**config.mk**
```make
export PLATFORM = sky130hd
export DESIGN_NAME = nes_controller_ports
export DESIGN_NICKNAME = d
export VERILOG_FILES = /design/src/rtl/nes_controller_ports.sv
export SDC_FILE = /design/constraint.sdc
export NUM_CORES = 1
export LEC_CHECK = 0
export ABC_CLOCK_PERIOD_IN_PS = 3700
export CORE_UTILIZATION = 27
export DETAILED_ROUTE_END_ITERATION = 16
export PLACE_DENSITY_LB_ADDON = 0.2
export SYNTH_ARGS = -nofsm -noshare
export SYNTH_HDL_FRONTEND = slang
export SYNTH_SLANG_ARGS = --single-unit
```
**constraint.sdc**
```tcl
create_clock -name clock -period 3.7 [get_ports clock]
set_input_delay 1.11 -clock clock [delete_from_list [all_inputs] [get_ports clock]]
set_output_delay 1.11 -clock clock [all_outputs]
set_load 0.05 [all_outputs]
```
**src/rtl/nes_controller_ports.sv**
```systemverilog
// nes_controller_ports: NES $4016/$4017 serial controller ports with optional Four Score chaining.
module nes_controller_ports #(
    parameter int   CHANNELS   = 2,
    parameter int   FOUR_SCORE = 0,
    parameter logic FILL       = 1'b1,
    localparam int  PADS       = (FOUR_SCORE != 0) ? 4 : CHANNELS,
    localparam int  LEN        = (FOUR_SCORE != 0) ? 24 : 8
) (
    input  logic                  clock,
    input  logic                  reset,
    input  logic [PADS*8-1:0]     buttons,
    input  logic                  buttons_update,
    input  logic                  strobe,
    input  logic [CHANNELS-1:0]   shift,
    output logic [CHANNELS*8-1:0] reg_out,
    output logic [CHANNELS-1:0]   exhausted
);
    localparam int CW = $clog2(LEN + 1);
    localparam logic [CW-1:0] FULL = CW'(LEN);

    logic [PADS*8-1:0]   shadow;
    logic [CHANNELS-1:0] shift_prev;

    always_ff @(posedge clock) begin
        shadow     <= reset ? '0 : buttons_update ? buttons : shadow;
        shift_prev <= reset ? '0 : shift;
    end

    for (genvar c = 0; c < CHANNELS; c++) begin : g_ch
        logic [LEN-1:0] image;
        logic [LEN-1:0] sr;
        logic [CW-1:0]  cnt;
        logic           rise;
        logic           bit_out;

        // Four Score appends the second pad on this port, then a port signature byte
        if (FOUR_SCORE != 0) begin : g_fs
            assign image = {(c == 0) ? 8'h10 : 8'h20, shadow[(c+2)*8 +: 8], shadow[c*8 +: 8]};
        end else begin : g_std
            assign image = shadow[c*8 +: 8];
        end

        assign rise = shift[c] & ~shift_prev[c];

        always_ff @(posedge clock) begin
            if (reset) begin
                sr  <= '0;
                cnt <= FULL;
            end else if (strobe) begin
                sr  <= image;
                cnt <= '0;
            end else if (rise && cnt != FULL) begin
                sr  <= {FILL, sr[LEN-1:1]};
                cnt <= cnt + 1'b1;
            end
        end

        assign bit_out             = (cnt == FULL) ? FILL : sr[0];
        assign reg_out[c*8 +: 8]   = {7'b0100000, bit_out};
        assign exhausted[c]        = cnt == FULL;
    end
endmodule

```
# Yosys cells after proc, flatten, opt, wreduce, memory -nomap -nowiden
# Index checks and enable logic that the tools add are counted.
# op_classes
mux	10
shift	0
n_div	0
n_reduce_logical	5
n_bitwise	4
addsub	2
n_lt_le_gt_ge	0
n_mul	0
n_eq_ne	4
# ops
cell	count
$mux 8	4
$mux 4	4
$add 4x1->4 const B	2
$eq 4x4->1 const B	2
$ne 4x4->1 const B	2
$reduce_bool 2->1	2
$and 1x1->1	2
$logic_and 1x1->1	2
$mux 1	2
$not 1->1	2
$reduce_or 2->1	1
# totals
word_cells	33
mem_count	0
reg_bits	42
latch_bits	0
output_inout_bits	18
romBits	0
input_bits	22
mem_bits_rw	0

# Depth between registers and ports, before layout
# logic_depth
word_depth	5
depth_mapped	7
ltp_nobuf	6

# Least setup slack after synthesis
# Ideal clock, no wire load.
# synth_timing
kind	register -> output
start	reg g_ch[0].cnt[0]
end	out reg_out[0]
t_required_ns	2.590
stages_incl_launch_ff	7
n_path_buf	2
t_arrival_ns	1.108
path_slack_ns	1.482
cell_sequence	dfxtp_1 inv_1 ha_1 nand3b_2 buf_2 nand2b_1 buf_4
# synth_via
elab_chain_cells	2
# synth_lines
item	line	rtl
start, declared	32	logic [CW-1:0] cnt;
start signal, assigned	54	cnt <= cnt + 1'b1;
$eq 4x4->1	58	assign bit_out = (cnt == FULL) ? FILL : sr[0];
$mux 1	58	
end, declared	15	output logic [CHANNELS*8-1:0] reg_out,
# Every way passes these cells.

# Worst setup path after layout
# layout_timing
start	reg g_ch[1].cnt[0]
end	out exhausted[1]
# layout_via
elab_chain_cells	1
# layout_lines
item	line	rtl
start, declared	32	
start signal, assigned	54	
$eq 4x4->1	60	assign exhausted[c] = cnt == FULL;
end, declared	16	output logic [CHANNELS-1:0] exhausted
# Every way passes these cells.

==> impl_metrics.env <==
export IMPL_avgRoutedWirePerCell_um=11.52
export IMPL_synth_simple_area_share_pct=11.60
export IMPL_worst_pin_slew_ps=699.1
export IMPL_fin_tns_setup_ps=0
export IMPL_synth_seq_area_share_pct=43.08
export IMPL_yosys_warnings=0
export IMPL_start_kind="register"
export IMPL_min_path_type="reg -> reg"
export IMPL_grt_max_degree=35
export IMPL_place_inst=324
export IMPL_cp_top_family="buffers and inverters"
export IMPL_seq_area_um2=840.8
export IMPL_p_leak_uw=0.0009107
export IMPL_synthDistinctLibCells=26
export IMPL_final_cells=332
export IMPL_place_ws_ps=723.2
export IMPL_drv_slew=0
export IMPL_holdWs_ps=473.0
export IMPL_grt_pass1_vias=1350
export IMPL_status="finished, final reports clean"
export IMPL_die_y_um=87.03
export IMPL_drt_first_iter_violations=87
export IMPL_synth_top_family_by_area="compound AO/OA/AOI/OAI gates"
export IMPL_insertion_delay_ps=290
export IMPL_synth_ff_type="dfxtp_1"
export IMPL_ctsResizeCount=0
export IMPL_path_max_fanout=12
export IMPL_critPathArrivalTime_ps=2180
export IMPL_criticalPathCategory="reg -> out"
export IMPL_fmax_ghz=0.3038
export IMPL_period_needed_ps=3292
export IMPL_htree_levels=2
export IMPL_drtPass1Iterations=4
export IMPL_multi_input_area_um2=864.6
export IMPL_grt_ovfl_total=0
export IMPL_cts_root_buf="clkbuf_8"
export IMPL_vias_per_cell=4.569
export IMPL_hold_viol=0
export IMPL_fin_nets=261
export IMPL_synth_most_common_cell="dfxtp_1"
export IMPL_netlist_area_leader_share_pct=43.08
export IMPL_ys_ff_latch=42
export IMPL_required_ps=2590
export IMPL_cts_tree="yes"
export IMPL_coreArea_um2=6907
export IMPL_routabilityCongestion=0.6667
export IMPL_netlist_area_um2=1952
export IMPL_area_delta_synth_final_pct=19.23
export IMPL_cts_hold_buffers=0
export IMPL_fin_util_pct=33.70
export IMPL_cts_buffers=5
export IMPL_timing_final_crit_share_pct=88.97
export IMPL_slew_headroom_pct=53.30
export IMPL_cts_setup_buffers=0
export IMPL_ant_nets=0
export IMPL_drc_errors=0
export IMPL_synthTopCellsByArea="dfxtp_1, mux2i_1, buf_4"
export IMPL_layout_setup_ws_ps=408.0
export IMPL_clk_pin_slew_ps=80
export IMPL_vias=1517
export IMPL_syn_avg_cell_area_um2=8.753
export IMPL_synthTopCellsByCount="dfxtp_1, inv_1, o21ai_0"
export IMPL_synth_edf_count=0
export IMPL_start_util_pct=28.26
export IMPL_cp_cell_sequence="inv_1 -> ha_1 -> nand3b_2 -> inv_2 -> clkdlybuf4s50_1"
export IMPL_io_pins=40
export IMPL_dp_hpwl_um=2546
export IMPL_fillers=746
export IMPL_synth_compound_area_share_pct=19.23
export IMPL_cts_max_path_buffers=2
export IMPL_clock_skew_ps=3.131
export IMPL_synthArstFlopShare_pct=0
export IMPL_antenna_found_initial=0
export IMPL_antenna_cells=0
export IMPL_path_buf_inv=3
export IMPL_crit_path_end_kind="output port"
export IMPL_drive_gt1_share_pct=6.780
export IMPL_synth_xor_area_share_pct=0
export IMPL_portBuffers=25
export IMPL_synth_mux_area_share_pct=8.205
export IMPL_fp_dieW_um=87.03
export IMPL_setup_viol_count_final=0
export IMPL_cpMaxStageDelayCell="clkdlybuf4s50_1"
export IMPL_grt_use_total_pct=10.94
export IMPL_rsz0062_at_grt="no"
export IMPL_synth_top_cell_by_area="dfxtp_1"
export IMPL_drt_total_wl_um=3826
export IMPL_power_per_cell_area_nw_per_um2=473.0
export IMPL_clock_sinks=42
export IMPL_syn_inst=223
export IMPL_num_rows=30
export IMPL_grt_pass1_wl_um=6430
export IMPL_dieArea_um2=7573
export IMPL_max_cap_violations=0
export IMPL_peakVddDrop_uv=123.8
export IMPL_synth_adder_area_share_pct=2.564
export IMPL_cpPeakStageDelay_ps=830
==> stage by stage <==
stage	area (um2)	total power, uW
floorplan	1997	635.0
CTS	2327	1114
detailed placement	2185	666.2
global placement	2185	665.4
finish	2327	1101
global route	2327	1155
==> power breakdown <==
| part | leakage [uW] | switching [uW] | internal [uW] | total, uW |
|---|---|---|---|---|
| clock network | 0.0000714 | 158 | 288 | 446 |
| logic | 0.000493 | 107 | 58.4 | 166 |
| registers | 0.000346 | 12.6 | 477 | 489 |
==> kinds of logic after synthesis <==
| logic type | count (synthesis) |
|---|---|
| compound gates | 58 |
| fa+ha+maj | 4 |
| buf+inv | 58 |
| flops | 42 |
| mux | 16 |
| other cells | 2 |
| simple gates | 43 |
==> registers in the layout (all words and copies together) (netlist names) <==
name / flops
shift_prev: 2
shadow: 16
g_ch.sr: 16
g_ch.cnt: 8
==> worst reg2reg max path, cell delays in order, from the launching register on <==
cell and delay [ps]:
dfxtp_1 370, inv_1 80, ha_1 200, nand3b_2 230
inv_2 160, or4_1 490, a21oi_1 150
==> final cells by class <==
cell class | count | share of cell area, %
clock inverters | 2 | 2.581
repair buffers | 28 | 11.72
multi-input cells | 135 | 37.15
well taps | 96 | 5.161
flip-flops and latches | 42 | 36.13
clock buffers | 6 | 3.548
inverters | 23 | 3.710
==> layer usage <==
| metal | global-route usage [%] | vias to the layer above | routed length, um |
|---|---|---|---|
| li1 | - | 767 | - |
| met1 | 14.61 | 714 | 1982 |
| met2 | 16.61 | 31 | 1651 |
| met3 | 2.654 | 5 | 118 |
| met4 | 5.000 | 0 | 74 |
| met5 | 0 | - | 0 |
==> cells in the final DEF, fill, tap and decap left out, types with 6 or more instances in the layout <==
cell type         n
dfxtp_1          42
clkdlybuf4s50_1  25
inv_1            21
o21ai_0          20
nor2_1           18
mux2i_1          16
a31oi_1          14
a221oi_1         14
conb_1           14
nand3_1           6
a21oi_1           6
clkbuf_8          6
==> worst paths after layout <==
| path | slack [ps] | cells past startpoint | end | startpoint |
|---|---|---|---|---|
| worst max-delay path | 410 | 5 | exhausted[1] | g_ch[1].cnt[0] |
| worst min-delay path | 470 | 2 | g_ch[1].sr[5] | shadow[13] |
| worst max register to register | 1960 | 6 | g_ch[1].cnt[2] | g_ch[1].cnt[0] |
| worst min register to register | 470 | 2 | g_ch[1].sr[5] | shadow[13] |
Note: power is estimated with default switching activity, not from simulation.
